**config.mk**
```make
export PLATFORM = sky130hd
export DESIGN_NAME = dma_master
export DESIGN_NICKNAME = d
export VERILOG_FILES = /design/src/rtl/dma_master.sv
export SDC_FILE = /design/constraint.sdc
export NUM_CORES = 1
export LEC_CHECK = 0
export ABC_AREA = 0
export CAP_MARGIN = 20
export CORE_UTILIZATION = 47
export DETAILED_ROUTE_END_ITERATION = 8
export GPL_ROUTABILITY_DRIVEN = 0
export PLACE_DENSITY_LB_ADDON = 0.05
export SYNTH_ARGS = -nofsm -noshare
export SYNTH_HDL_FRONTEND = slang
export SYNTH_SLANG_ARGS = --single-unit
```
**constraint.sdc**
```tcl
create_clock -name clk -period 4.46 [get_ports clk]
set_input_delay 0.446 -clock clk [delete_from_list [all_inputs] [get_ports clk]]
set_output_delay 0.446 -clock clk [all_outputs]
set_load 0.02 [all_outputs]
```
**src/rtl/dma_master.sv**
```systemverilog
// Single-channel DMA initiator: arbitrates with req/gnt, then copies units as read/write pairs.
// Costs 3 cycles per unit plus 1 REQ and 1 DONE cycle when gnt and ok are high; bus_ok low holds the current access.
module dma_master #(
  parameter int CNT_W = 14
) (
  input  logic             clk,
  input  logic             rst_n,
  input  logic             start,
  input  logic             abort,
  input  logic [31:0]      cfg_src,
  input  logic [31:0]      cfg_dst,
  input  logic [CNT_W-1:0] cfg_count,
  input  logic             cfg_word,
  input  logic [1:0]       cfg_src_ctl,
  input  logic [1:0]       cfg_dst_ctl,
  output logic             busy,
  output logic             done_irq,
  output logic             bus_req,
  input  logic             bus_gnt,
  output logic [31:0]      bus_addr,
  output logic [31:0]      bus_wdata,
  input  logic [31:0]      bus_rdata,
  output logic [1:0]       bus_width,
  output logic             bus_read,
  output logic             bus_write,
  input  logic             bus_ok
);

  typedef enum logic [2:0] {IDLE, REQ, RD_A, RD_D, WR, DONE} state_t;

  state_t           state, nxt;
  logic [31:0]      src_q, dst_q, rdata_q;
  logic [CNT_W:0]   rem_q;
  logic             word_q;
  logic [1:0]       src_ctl_q, dst_ctl_q;
  logic             aborted_q;

  function automatic logic [31:0] step_addr(input logic [31:0] a, input logic [1:0] ctl,
                                            input logic w);
    logic [31:0] s;
    s = w ? 32'd4 : 32'd2;
    case (ctl)
      2'b01:   step_addr = a - s;
      2'b10:   step_addr = a;
      default: step_addr = a + s;
    endcase
  endfunction

  function automatic logic [31:0] align(input logic [31:0] a, input logic w);
    align = w ? {a[31:2], 2'b00} : {a[31:1], 1'b0};
  endfunction

  always_ff @(posedge clk) begin
    if (!rst_n) state <= IDLE;
    else        state <= nxt;
  end

  always_comb begin
    nxt = state;
    case (state)
      IDLE: if (start) nxt = REQ;
      REQ: begin
        if (abort)        nxt = DONE;
        else if (bus_gnt) nxt = RD_A;
      end
      RD_A: nxt = RD_D;
      RD_D: if (bus_ok) nxt = WR;
      WR: begin
        if (bus_ok) nxt = (rem_q == (CNT_W+1)'(1) || abort) ? DONE : RD_A;
      end
      DONE:    nxt = IDLE;
      default: nxt = IDLE;
    endcase
  end

  // Datapath: a zero count loads 2**CNT_W so the full range is reachable.
  always_ff @(posedge clk) begin
    if (!rst_n) begin
      src_q     <= '0;
      dst_q     <= '0;
      rdata_q   <= '0;
      rem_q     <= '0;
      word_q    <= 1'b1;
      src_ctl_q <= '0;
      dst_ctl_q <= '0;
      aborted_q <= 1'b0;
    end else begin
      case (state)
        IDLE: begin
          if (start) begin
            src_q     <= align(cfg_src, cfg_word);
            dst_q     <= align(cfg_dst, cfg_word);
            rem_q     <= (cfg_count == '0) ? {1'b1, {CNT_W{1'b0}}} : {1'b0, cfg_count};
            word_q    <= cfg_word;
            src_ctl_q <= cfg_src_ctl;
            dst_ctl_q <= cfg_dst_ctl;
            aborted_q <= 1'b0;
          end
        end
        REQ: if (abort) aborted_q <= 1'b1;
        RD_D: if (bus_ok) rdata_q <= bus_rdata;
        WR: begin
          if (bus_ok) begin
            rem_q <= rem_q - (CNT_W+1)'(1);
            src_q <= step_addr(src_q, src_ctl_q, word_q);
            dst_q <= step_addr(dst_q, dst_ctl_q, word_q);
            if (abort) aborted_q <= 1'b1;
          end
        end
        default: ;
      endcase
    end
  end

  assign bus_width = word_q ? 2'h2 : 2'h1;

  always_comb begin
    busy      = (state != IDLE);
    done_irq  = 1'b0;
    bus_req   = 1'b0;
    bus_read  = 1'b0;
    bus_write = 1'b0;
    bus_addr  = '0;
    bus_wdata = '0;
    case (state)
      REQ: bus_req = 1'b1;
      RD_A, RD_D: begin
        bus_req  = 1'b1;
        bus_read = 1'b1;
        bus_addr = src_q;
      end
      WR: begin
        bus_req   = 1'b1;
        bus_write = 1'b1;
        bus_addr  = dst_q;
        bus_wdata = word_q ? rdata_q : {16'h0, rdata_q[15:0]};
      end
      DONE: done_irq = !aborted_q;
      default: ;
    endcase
  end

endmodule
```
==> results.md, run 1 <==
- The register bit total from synthesis is roughly 120.
- In the detailed route, the total length drawn on met2 is 13400 um.
- The number of nets handed over by synthesis was 1449.
- For the worst-skew pair, the clock arrives at the later sink with an insertion delay of 0.44 ns.
- The synthesized area is 9020 um^2.
- The routed design has 30600 um of wire.
- The mux share of post-synthesis cell area is 3.15%.
- The type of the worst setup path is flop to flop.
- The maximum number of pins on one net before global-route repair is 146.
- The worst setup path is launched from a flop.
- Counting cells, the worst reg-to-reg path comes to 11.
- The required time at the endpoint of the critical path is 4.78 ns.
- At the end of the flow, the number of nets in the layout was 1544.
- The setup clock skew after layout is 0.0116 ns.
- Once placement completed, the tool counted placed cells totaling 1630.
- The sequential fraction of the synthesis area is a little over a quarter.
- The total of fill cells in the finished design is 1745.
- The count of routing violations after the opening detailed-route iteration is 924.
- The peak fanout along the critical path is 6.
- The final count of hold timing violations is 0.
- Signal routing reaches up to met4.
- In this run, post-CTS hold repair placed 0 buffers.
- After detailed routing, the number of remaining DRC violations is 0.
- STA puts the critical path data arrival time at 3.83 ns.
- The number of setup buffers added after CTS is 0.
- The number of clock buffers inserted by TritonCTS is 17.
- Row generation in the floorplan step produced 50 rows.
- After detailed routing, the number of vias per cell comes to between 6 and 7.
- The count of nets left with antenna violations once routing finished came out at 0.
- After clock tree synthesis, the clock-pin slew on the worst setup and hold paths is ~0.060 ns.
- After layout, the minimum clock period comes to 3.51 ns.
- In the final routing, the length of wire on met1 measures 14000 um.
- The largest family of logic cells by synthesized area is simple AND/OR/NAND/NOR gates.
- Setup total negative slack on the finished layout was measured at 0 ns.
- The via count of the first global-routing pass is approximately 9300.
- The first-pass GRT wire length is 48500 um.
- The H-tree was split into 4 levels.
- The detailed-placement wirelength estimate is 20900 um.
- The flow ran to the end, and the final reports show no timing, DRC or antenna violations.
- The library cell occupying the most area in the post-synthesis netlist is sky130_fd_sc_hd__dfxtp_1.
- After Yosys synthesis, and, or, nand and nor cells account for 34.2% of the synthesized area.
- Yosys attributes the largest share of cell area to sky130_fd_sc_hd__dfxtp_1 26%, sky130_fd_sc_hd__nand2_1 7.9%, sky130_fd_sc_hd__a21oi_1 6.0%, sky130_fd_sc_hd__clkbuf_1 5.0%, sky130_fd_sc_hd__nor2_1 4.9%.
- The synthesized netlist devotes 27.5% of its cell area to compound gates.
- The starting density of the core is 48.1%.
- The worst-case IR drop observed on VDD is between 300 and 400 uV.
- Of all flip-flops after synthesis, the portion carrying an async set or reset was 0%.
- In the global route stage, overall resource usage came out at 30.5%.
- The initial antenna violation count is 1.
- The tool flagged a number of max-cap violations equal to 0.
- From left edge to right edge, the die measures 141 um.
- The most used flip-flop cell after synthesis is sky130_fd_sc_hd__dfxtp_1.
- The path with the worst hold slack has its endpoint at rdata_q[19].
- Buffers placed on the I/O ports in this run total around 190.
- The root buffer cell chosen for the clock tree is sky130_fd_sc_hd__clkbuf_16.
- The power density over the cells is between 300 and 400 nW/um^2.
- The min-delay analysis places its worst path in the category flop to flop.
- The critical register-to-register path startpoint is src_ctl_q[1].
- The placeable core area is 18800 um^2.
- After layout, the worst path uses 78.6% of the clock period.
- The height of the die is ~140 um.
- The worst register-to-register path has a setup slack of between 0.9 and 1 ns.
- Summed over all nets, wire length on met3 after detailed routing comes to 2690 um.
- The number of slew-limit violations in the final report is 0.
- The aggregate global routing overflow is 0.
- The end of the worst register-to-register path is src_q[22].
- Yosys mapped a number of flops with a built-in enable equal to 0.
- The Yosys step of the flow raised 0 warnings.
- The post-cts repair resize count is 0.
- The share of synthesized area in the top cell type comes to 26.2%.
- The proportion of layout cells with a drive suffix above 1 is 5.53%.
- The instance count along the most critical hold path is 2.
- After Yosys synthesis, full adders, half adders and majority gates account for 1.11% of the synthesized area.
- For this design the static power due to leakage is 4.24 nW.
- The setup-violating endpoint count in the final report is 0.
- Setup repair after global routing left no endpoint under its margin.
- The actual transition at the worst max-transition pin is around 1.0 ns.
- The routed layout has 10463 vias.
- Summing the areas of all xor and xnor instances in the mapped netlist gives 1.07% of the synthesized area.
- The startpoint identified for the worst hold timing path is rdata_q[19].
- The count of cells in the finished layout, fillers not included, comes to 1663.
- The remaining max-slew budget at the tightest pin is 29.9%.
- The maximum buffer depth of the clock tree is 2.
- The iteration count of the initial detailed-routing pass is 5.
- The CTS tree is yes.
- In this run the count of I/O pins placed on the die edge is around 190.
- The post-synthesis to final-layout area growth is 27.4%.
- The kind of capture point of the worst setup path is a flop.
- Counting every sink on the clock net gives 118.
- The average routed wire per standard cell is 18.4 um.
- A synthesized cell averages 6.83 um^2.
- The number of unique standard cell types used by synthesis is 79.
- The total die area is 19800 um^2.
- The timing-limited maximum frequency is 0.285 GHz.
- The synthesized netlist cell count is 1320.
-- final cells by class --
| class | instances | area [um^2] | area share (%) |
|---|---|---|---|
| Sequential cell | 118 | 2360 | 20.5 |
| Antenna cell | 1 | 2.50 | 0.0218 |
| Multi-Input combinational cell | 1046 | 6070 | 52.8 |
| Clock buffer | 17 | 425 | 3.70 |
| Inverter | 20 | 77.6 | 0.675 |
| Tap cell | 234 | 293 | 2.55 |
| Timing Repair Buffer | 212 | 2090 | 18.2 |
| Clock inverter | 15 | 183 | 1.59 |
-- cells by family (layout without fill, tap and decap cells) --
kind of cell / count (synthesis) / count (layout)
multiplexers: 28 / 28
other: 1 / 2
XOR/XNOR: 11 / 11
AND/OR/NAND/NOR: 625 / 625
buffers and inverters: 156 / 264
adder cells (fa/ha/maj): 8 / 8
flip-flops: 118 / 118
AO/OA/AOI/OAI: 373 / 373
-- power breakdown --
part	switching (W)	leakage [nW]	internal, W
registers	0.000276	0.965	0.00119
clock network	0.000609	0.298	0.000850
logic	0.000942	2.97	0.000633
total	0.00183	4.24	0.00267
-- per-layer routing --
layer | vias up | global-route usage [%]
met5 | - | 0
met4 | 0 | 8.70
met3 | 37 | 7.66
met2 | 458 | 47.0
met1 | 4912 | 42.1
li1 | 5056 | -
-- placed cells by master (no fill, tap or decap), drive strengths merged, types with 6 or more instances in the layout --
cell             n
or2              7
o22a             6
nand3           49
clkbuf          17
nand2          190
nand2b          15
buf             24
inv             28
nor2           117
and3            58
or4             17
a41oi            6
a211oi          14
clkdlybuf4s50  188
dfxtp          118
a32oi            6
ha               8
o211ai           8
or3             24
xnor2            9
a21o            12
nor4            24
nor3            70
and2             7
o21a             7
o22ai           10
a21oi          110
o31ai           29
a31oi           42
mux2i           25
nand4           18
o21ai           44
a22oi           14
a22o            18
nor2b           13
-- worst max-delay path by stage --
stage / cells after the start / startpoint / end / slack [ns]
2_1_floorplan: 15 / src_ctl_q[1] / src_q[22] / 0.32
3_3_place_gp: 11 / word_q / src_q[22] / 1.09
3_5_place_dp: 11 / word_q / src_q[22] / 1.06
4_1_cts: 5 / state[2] / bus_addr[23] / 1.02
5_1_grt: 11 / src_ctl_q[1] / src_q[22] / 0.75
6_report: 11 / src_ctl_q[1] / src_q[22] / 0.95
-- flip-flops by register name (all words and copies together) (netlist names) --
| name | count |
|---|---|
| rdata_q | 32 |
| dst_ctl_q | 2 |
| aborted_q | 1 |
| src_ctl_q | 2 |
| src_q | 31 |
| rem_q | 15 |
| state | 3 |
| dst_q | 31 |
| word_q | 1 |
-- cell usage after synthesis, types with 6 or more instances --
master,instances
sky130_fd_sc_hd__xnor2_1,9
sky130_fd_sc_hd__a31oi_1,42
sky130_fd_sc_hd__a21o_1,12
sky130_fd_sc_hd__or3_1,22
sky130_fd_sc_hd__a22o_1,18
sky130_fd_sc_hd__nand2b_1,14
sky130_fd_sc_hd__buf_2,6
sky130_fd_sc_hd__o21a_1,7
sky130_fd_sc_hd__nor3_1,69
sky130_fd_sc_hd__dfxtp_1,118
sky130_fd_sc_hd__nand2_1,190
sky130_fd_sc_hd__or4_1,16
sky130_fd_sc_hd__buf_1,7
sky130_fd_sc_hd__nand3_1,49
sky130_fd_sc_hd__o21ai_0,41
sky130_fd_sc_hd__mux2i_1,25
sky130_fd_sc_hd__nand4_1,18
sky130_fd_sc_hd__nor4_1,23
sky130_fd_sc_hd__and3_1,58
sky130_fd_sc_hd__a211oi_1,14
sky130_fd_sc_hd__o31ai_1,29
sky130_fd_sc_hd__clkbuf_1,120
sky130_fd_sc_hd__nor2b_1,13
sky130_fd_sc_hd__inv_1,19
sky130_fd_sc_hd__ha_1,8
sky130_fd_sc_hd__o22ai_1,10
sky130_fd_sc_hd__a21oi_1,109
sky130_fd_sc_hd__and2_1,7
sky130_fd_sc_hd__a22oi_1,14
sky130_fd_sc_hd__nor2_1,117
sky130_fd_sc_hd__o211ai_1,8
-- metrics by stage --
| stage | area [um^2] | setup slack (ns) | power (W) | util [%] | hold WS [ns] |
|---|---|---|---|---|---|
| after floorplan | 9020 | 0.318 | 0.00251 | - | 0.432 |
| after global placement | 10900 | 1.09 | 0.00300 | 58.0 | 0.437 |
| after detailed placement | 10900 | 1.06 | 0.00302 | 58.0 | 0.443 |
| after CTS | 11500 | 1.02 | 0.00448 | 61.2 | 0.452 |
| after global routing | 11500 | 0.754 | 0.00474 | 61.2 | 0.470 |
| final | 11500 | 0.953 | 0.00450 | 61.3 | 0.451 |
-- critical path, cell delays in order, from the launching register on --
cell and delay, ns:
sky130_fd_sc_hd__dfxtp_1 0.41, sky130_fd_sc_hd__nand2b_1 0.20, sky130_fd_sc_hd__nor2_1 0.07, sky130_fd_sc_hd__ha_1 0.31, sky130_fd_sc_hd__nor2b_1 0.37, sky130_fd_sc_hd__o2111ai_1 0.20
sky130_fd_sc_hd__nor2_1 0.23, sky130_fd_sc_hd__nor2_1 0.11, sky130_fd_sc_hd__a211oi_1 0.66, sky130_fd_sc_hd__mux2_1 0.40, sky130_fd_sc_hd__and3_1 0.18, sky130_fd_sc_hd__o31a_1 0.26
Note: power is estimated with default switching activity, not from simulation.
==> run 2, diff against run 1 <==
- clock period: 4.46 -> 2.8 ns (I/O delays scaled with it)
==> run 2 against run 1 <==
Clock power up 55%. Routed wire length rose by 5.6%. Non-clock buffer count grew 78. Utilization increased by 5.1 points. Clock-buffer cell count stayed put.
==> results.md, run 2 (synthesis gave the netlist of run 1 again) <==
- The flow ran to the end, and the final reports show no timing, DRC or antenna violations.
- The via total after detailed routing is 10869 (+3.9%).
- The register with the most flip-flops is rdata_q.
- The number of slew-limit violations in the final report is 0 (unchanged).
- The clock transition at the register clock pins on the worst setup and hold paths after CTS is 0.07 ns (about the same).
- The final count of hold timing violations is 0 (unchanged).
- The iteration count of the initial detailed-routing pass is 5 (unchanged).
- The multi-input logic area is 6360 um^2 (+4.8%).
- The peak fanout along the critical path came to 30 (+24).
- The worst register-to-register path begins at dst_q[19].
- The number of antenna repair diodes is 0 (-1).
- The power density over the cells is 612 nW/um^2 (+57%).
- The number of stages on the worst setup path came to 7 (-4).
- The type of the worst min-delay path is primary input to flop.
- The die boundary width was 141 um (unchanged).
- The leading cell type in the layout, fill and taps excluded is sky130_fd_sc_hd__nand2_1.
- The final worst slack is 0.0751 ns (-0.878 ns).
- The average routed wire per standard cell is 18.6 um (+0.95%).
- Clock tree synthesis selected as its root buffer the cell sky130_fd_sc_hd__clkbuf_16.
- The worst path uses 97.3% of the clock period.
- The number of nets in the finished design came to 1622 (+5.1%).
- The actual transition at the worst max-transition pin is 0.506 ns (-0.541 ns).
- The timing-limited maximum frequency is 0.367 GHz.
- The worst setup path is captured at a primary output.
- The storage element area is 2370 um^2 (+0.37%).
- The required time at the endpoint of the critical path is 2.52 ns (-2.26 ns).
- The post-synthesis to final-layout area growth is 38.0%.
- The aggregate global routing overflow is 0 (unchanged).
- The largest voltage drop on the vdd net is 446 uV (+48%).
- The via count of the first global-routing pass is 9784 (+5.5%).
- The startpoint of the most critical setup path is state[1].
- The average via count per standard cell is 6.25 (-0.72%).
- The remaining routing DRC violations is 0 (unchanged).
- The total of fill cells in the finished design is 1682 (-3.6%).
- Setup repair after global routing could not meet its margin everywhere.
- The largest registers in the layout are rdata_q (32), dst_q (31), src_q (31).
- The post-route antenna net violation count is 0 (unchanged).
- The worst setup timing slack at the placement stage is -0.00396 ns (-1.07 ns).
- Walking the worst path, the cells encountered are buf_4 -> inv_1 -> nor2_2 -> buf_12 -> nand2_1 -> o21ai_0 -> clkdlybuf4s50_1.
- The flip-flop count of the largest register, all copies and words added is 32 (unchanged).
- The height of the die is 141 um (unchanged).
- The detailed-placement wirelength estimate is 22500 um (+7.7%).
- The count of buffering cells on the critical path with inverters included is 4 (+4).
- The endpoint of the most critical setup path is bus_addr[16].
- The library cell contributing the largest single delay on the critical path is sky130_fd_sc_hd__clkdlybuf4s50_1.
- The I/O pin count is 192 (unchanged).
- The detailed-route wire length came to 32300 um (+5.6%).
- The final core utilization is 66.3% (+5.1 points).
- Grouping stages by cell kind, the critical path spends the most delay in buffers and inverters.
- The starting density of the core came to 48.1% (unchanged).
- The biggest cell delay along the critical path is 0.67 ns (about the same).
- The worst setup slack for register-to-register paths is 0.08 ns (-0.88 ns).
- The leakage power of the design came to 4.77 nW (+13%).
- The end of the worst register-to-register path is dst_q[31].
- The proportion of layout cells with a drive suffix above 1 is 13.8% (+8.3 points).
- The overall fraction of global-route tracks in use was 32.2% (+1.6 points).
- The remaining max-slew budget at the tightest pin was 66.0% (+36 points).
- The total die area is 19800 um^2 (unchanged).
- The first-pass GRT wire length is 51200 um (+5.4%).
- The data arrival time at the worst-slack endpoint is 2.44 ns (-1.39 ns).
- The count of cells along the worst register-to-register path is 8 (-3).
- The clock latency at the later pin of the worst-skew pair is 0.43 ns (about the same).
- The initial antenna violation count is 0 (-1).
- The number of sinks driven by the clock tree was 118 (unchanged).
- The max-cap violation count is 0 (unchanged).
- For the finished layout, the period the worst path requires is 2.72 ns.
- The setup clock skew after layout is 0.0108 ns (-0.000896 ns).
- The setup TNS is 0 ns (unchanged).
- The number of buffer cells added on primary ports was 188 (unchanged).
- The number of clock buffers inserted by TritonCTS was 17 (unchanged).
- The placeable core area was 18800 um^2 (unchanged).
- The maximum number of pins on one net before global-route repair is 105 (-28%).
- The count of routing violations after the opening detailed-route iteration was 915 (-0.97%).
- The CTS tree is yes.
- The number of placement rows is 50 (unchanged).
- The level count of the clock H-tree was 4 (unchanged).
- The setup-violating endpoint count in the final report is 0 (unchanged).
- The critical path launch point type is a flop.
- The library cells used most frequently in the layout, excluding fill and tap cells, are 189 x sky130_fd_sc_hd__nand2_1, 185 x sky130_fd_sc_hd__clkdlybuf4s50_1, 111 x sky130_fd_sc_hd__dfxtp_1.
- The maximum buffer depth of the clock tree is 2 (unchanged).
- The critical path is of the flop to primary output type.
==> run 2: routing by layer <==
layer | global-route usage, % | vias to the layer above | wire length, um
met3 | 8.10 | 52 | 2830
met5 | 0 | - | 0
met1 | 43.2 | 5110 | 14500
met2 | 51.1 | 501 | 14300
li1 | - | 5206 | -
met4 | 8.87 | 0 | 641
==> run 2: through the flow <==
stage                     hold WS [ns]  area, um^2  instances  total power [W]
final                            0.387       12400       1740          0.00762
after floorplan                  0.416        9250       1320          0.00409
after detailed placement         0.444       11700       1705          0.00521
after global routing             0.401       12400       1740          0.00799
after CTS                        0.379       12300       1737          0.00749
after global placement           0.437       11700       1705          0.00518
==> run 2: where the power goes <==
group          switching [W]  total [W]  internal (W)
Sequential          0.000260    0.00215       0.00189
Clock               0.000935    0.00227       0.00133
Combinational        0.00186    0.00320       0.00134
==> run 2: worst min-delay path by stage <==
stage,cells after the start,slack [ns],to,from
after global placement,2,0.44,rdata_q[8],rdata_q[8]
after detailed placement,2,0.44,rdata_q[23],rdata_q[23]
after floorplan,2,0.42,rdata_q[0],bus_rdata[0]
after CTS,3,0.38,rdata_q[13],bus_rdata[13]
after global routing,3,0.40,rdata_q[13],bus_rdata[13]
final,3,0.39,rdata_q[13],bus_rdata[13]
==> run 2: worst reg2reg max path: cells and delay by family (launching register included) <==
| kind | cells | cell delay [ns] |
|---|---|---|
| compound gates | 4 | 0.89 |
| flops | 1 | 0.32 |
| simple gates | 4 | 1.44 |
==> run 2: area by class of cell <==
class	count	share of cell area [%]
flip-flops and latches	118	19.1
clock buffers	17	3.42
well taps	234	2.35
repair buffers	290	22.1
inverters	20	0.613
clock inverters	15	1.36
multi-input cells	1046	51.1
==> run 2: what timing repair did <==
| action | 4_1_cts | 5_1_grt |
|---|---|---|
| setup endpoints to repair | 2 | 63 |
| setup buffers | 0 | 3 |
| hold buffers | 0 | 0 |
| pin swaps | 0 | 15 |
| resized for setup | 3 | 33 |
==> run 3, diff against run 2 <==
- CORE_UTILIZATION: 47 -> 53
- clock period: 2.8 -> 2.9 ns (I/O delays scaled with it)
==> run 3 against run 2 <==
First-iteration DRC count is 24% higher. Global-route usage is 3.3 points higher. Clock skew is 0.0022 ns lower. Flip-flop and latch count stayed put. Sequential power is 2% lower. Register-to-register slack worse by 0.02 ns. Utilization is 6.3 points higher. Highest routed layer unchanged. Hold slack better by 0.0065 ns. Worst setup slack worse by 0.018 ns. Critical endpoint is now dst_q[31].
==> results.md, run 3 (synthesis gave the netlist of run 1 again) <==
- The run finished with clean final reports.
- The proportion of layout cells with a drive suffix above 1 came to 11.2% (-2.6 points).
- In this run the worst setup path begins at dst_ctl_q[1].
- The remaining routing DRC violations is 0 (unchanged).
- The actual transition at the worst max-transition pin came to 0.790 ns (+0.285 ns).
- The count of routing violations after the opening detailed-route iteration is 1131 (+24%).
- The leakage power of the design is 4.56 nW (-4.5%).
- The largest registers in the layout are rdata_q (32), dst_q (31), src_q (31).
- The register with the most flip-flops is rdata_q.
- The required time at the endpoint of the critical path is 3.26 ns (+0.74 ns).
- The final worst hold slack is 0.394 ns (+0.00646 ns).
- The biggest cell delay along the critical path is 0.41 ns (-0.26 ns).
- The number of antenna repair diodes is 0 (unchanged).
- The post-synthesis to final-layout area growth is 33.5%.
- Dividing the final minimum period by the clock period gives 98.0%.
- The first-pass GRT wire length is 50600 um (-1.2%).
- The via count of the first global-routing pass was 9810 (+0.27%).
- The critical register-to-register path startpoint is dst_ctl_q[1].
- The worst hold path terminates at rdata_q[13].
- The starting density of the core is 54.4% (+6.3 points).
- The average via count per standard cell is 6.39 (+2.2%).
- The cell at the root of the clock tree is sky130_fd_sc_hd__clkbuf_16.
- The initial antenna violation count was 0 (unchanged).
- The number of sinks driven by the clock tree is 118 (unchanged).
- STA classifies the critical path endpoint as a flop.
- Leaving out fill and tap cells, the most frequent cell in the layout is sky130_fd_sc_hd__nand2_1.
- The maximum number of pins on one net before global-route repair came to 81 (-23%).
- The number of nets in the finished design came to 1602 (-1.2%).
- The clock transition at the register clock pins on the worst setup and hold paths after CTS is 0.07 ns (about the same).
- The tightest min-delay check is of the primary input to flop type.
- The startpoint of the tightest hold check path is bus_rdata[13].
- The aggregate global routing overflow is 0 (unchanged).
- By startpoint and endpoint, the worst setup path is classified as flop to flop.
- Static timing analysis puts the maximum clock frequency at between 0.3 and 0.4 GHz.
- The detailed-placement wirelength estimate is 22200 um (-1.4%).
- The data arrival time at the worst-slack endpoint is 3.20 ns (+0.76 ns).
- The power density over the cells is 589 nW/um^2 (-3.8%).
- The largest individual stage delay along the critical path comes from the cell sky130_fd_sc_hd__a2111o_1.
- The number of slew-limit violations in the final report came to 0 (unchanged).
- The via total after detailed routing is 10893 (+0.22%).
- The total design power came to 0.00710 W (-6.9%).
- The remaining max-slew budget at the tightest pin is 47.1% (-19 points).
- The number of buffer cells added on primary ports is 188 (unchanged).
- The setup clock skew after layout is 0.00850 ns (-0.00225 ns).
- The setup-violating endpoint count in the final report is 0 (unchanged).
- The max-cap violation count is 0 (unchanged).
- The number of placement rows is 47 (-6.0%).
- Setup repair after global routing could not meet its margin everywhere.
- Counting I/O delays and the setup requirement, the final critical path takes 2.84 ns.
- The kind of cell adding the most delay to the critical path is compound AO/OA/AOI/OAI gates.
- The maximum buffer depth of the clock tree is 2 (unchanged).
- The cell that appears most often on the critical path is sky130_fd_sc_hd__o2111ai_2.
- The clock latency at the later pin of the worst-skew pair is 0.43 ns (about the same).
- The peak fanout along the critical path was 5 (-83%).
- The count of buffering cells on the critical path with inverters included is 0 (-4).
- In this run the critical register-to-register path is captured at dst_q[31].
- The level count of the clock H-tree is 4 (unchanged).
- The I/O pin count was 192 (unchanged).
- The final core utilization was 72.6% (+6.3 points).
- The instance count along the most critical hold path came to 3 (unchanged).
- The height of the die was 132 um (-5.7%).
- The flip-flop count of the largest register, all copies and words added was 32 (unchanged).
- The detailed-route wire length is 31600 um (-2.3%).
- Traced cell by cell, the critical path runs through nand2b_4 -> nor2_1 -> ha_1 -> o21a_1 -> o2111ai_2 -> a221o_1 -> or3_4 -> nor2_4 -> o2111ai_2 -> a2111o_1 -> a41oi_2.
- The placeable core area is 16600 um^2 (-12%).
- The die boundary width is 132 um (-5.7%).
- The largest voltage drop on the vdd net is 613 uV (+37%).
- The overall fraction of global-route tracks in use is 35.4% (+3.3 points).
- In the layout the commonest cells are 189 x sky130_fd_sc_hd__nand2_1, 188 x sky130_fd_sc_hd__clkdlybuf4s50_1, 116 x sky130_fd_sc_hd__dfxtp_1.
- The total die area is 17500 um^2 (-11%).
- The average routed wire per standard cell was 18.5 um (-0.31%).
- TritonCTS built the clock tree.
- The number of clock buffers inserted by TritonCTS came to 17 (unchanged).
- STA classifies the critical path startpoint as a flop.
- The cell area reported after detailed placement is 11400 um^2 (-2.3%).
- The final count of hold timing violations is 0 (unchanged).
- The iteration count of the initial detailed-routing pass is 7 (+2).
- The finished layout cell area is 12000 um^2 (-3.2%).
- The post-route antenna net violation count is 0 (unchanged).
- The worst setup slack for register-to-register paths is 0.06 ns (-0.02 ns).
- The count of cells along the worst register-to-register path was 11 (+3).
==> run 3: worst max path at each step <==
stage	cells past startpoint	slack, ns	to
6_report	11	0.06	dst_q[31]
5_1_grt	11	-0.05	dst_q[31]
4_1_cts	11	0.02	dst_q[31]
3_5_place_dp	11	0.05	dst_q[31]
3_3_place_gp	11	0.13	dst_q[31]
2_1_floorplan	15	-0.35	dst_q[31]
==> run 3: what timing repair did <==
| action | CTS | global route |
|---|---|---|
| buffers inserted | 0 | 2 |
| setup endpoints to repair | 0 | 33 |
| hold buffers | 0 | 0 |
| resized for setup | 0 | 8 |
==> run 3: stage by stage <==
stage / setup WS [ns] / cells / setup TNS, ns
after global placement: 0.126 / 1672 / 0
after global routing: -0.0512 / 1706 / -0.0967
after floorplan: -0.352 / 1320 / -1.76
after CTS: 0.0219 / 1704 / 0
after detailed placement: 0.0453 / 1672 / 0
final: 0.0567 / 1706 / 0
==> run 3: report_power, final <==
group	total, W	switching [W]	internal [W]
clock	0.00214	0.000927	0.00122
combinational	0.00284	0.00168	0.00116
sequential	0.00211	0.000285	0.00183
total	0.00710	0.00290	0.00420
==> run 3: area by class of cell <==
type | instances | area (um^2)
multi-input combinational | 1046 | 6210
fill | 1382 | 4540
timing repair buffer | 270 | 2530
sequential | 118 | 2360
clock buffer | 17 | 425
tap | 220 | 275
clock inverter | 15 | 160
inverter | 20 | 76.3
==> run 3: worst reg2reg max path, stage by stage, from the launching register on <==
cell and delay, ns:
sky130_fd_sc_hd__dfxtp_2 0.35, sky130_fd_sc_hd__nand2b_4 0.13, sky130_fd_sc_hd__nor2_1 0.05, sky130_fd_sc_hd__ha_1 0.32, sky130_fd_sc_hd__o21a_1 0.22, sky130_fd_sc_hd__o2111ai_2 0.14, sky130_fd_sc_hd__a221o_1 0.37, sky130_fd_sc_hd__or3_4 0.39
sky130_fd_sc_hd__nor2_4 0.12, sky130_fd_sc_hd__o2111ai_2 0.12, sky130_fd_sc_hd__a2111o_1 0.41, sky130_fd_sc_hd__a41oi_2 0.16
==> run 3: layer usage <==
layer	track usage (%)	vias up	wire, um
met4	13.7	0	844
met3	9.62	71	3320
met5	0	-	0
li1	-	5158	-
met2	55.9	597	14400
met1	46.0	5067	13000
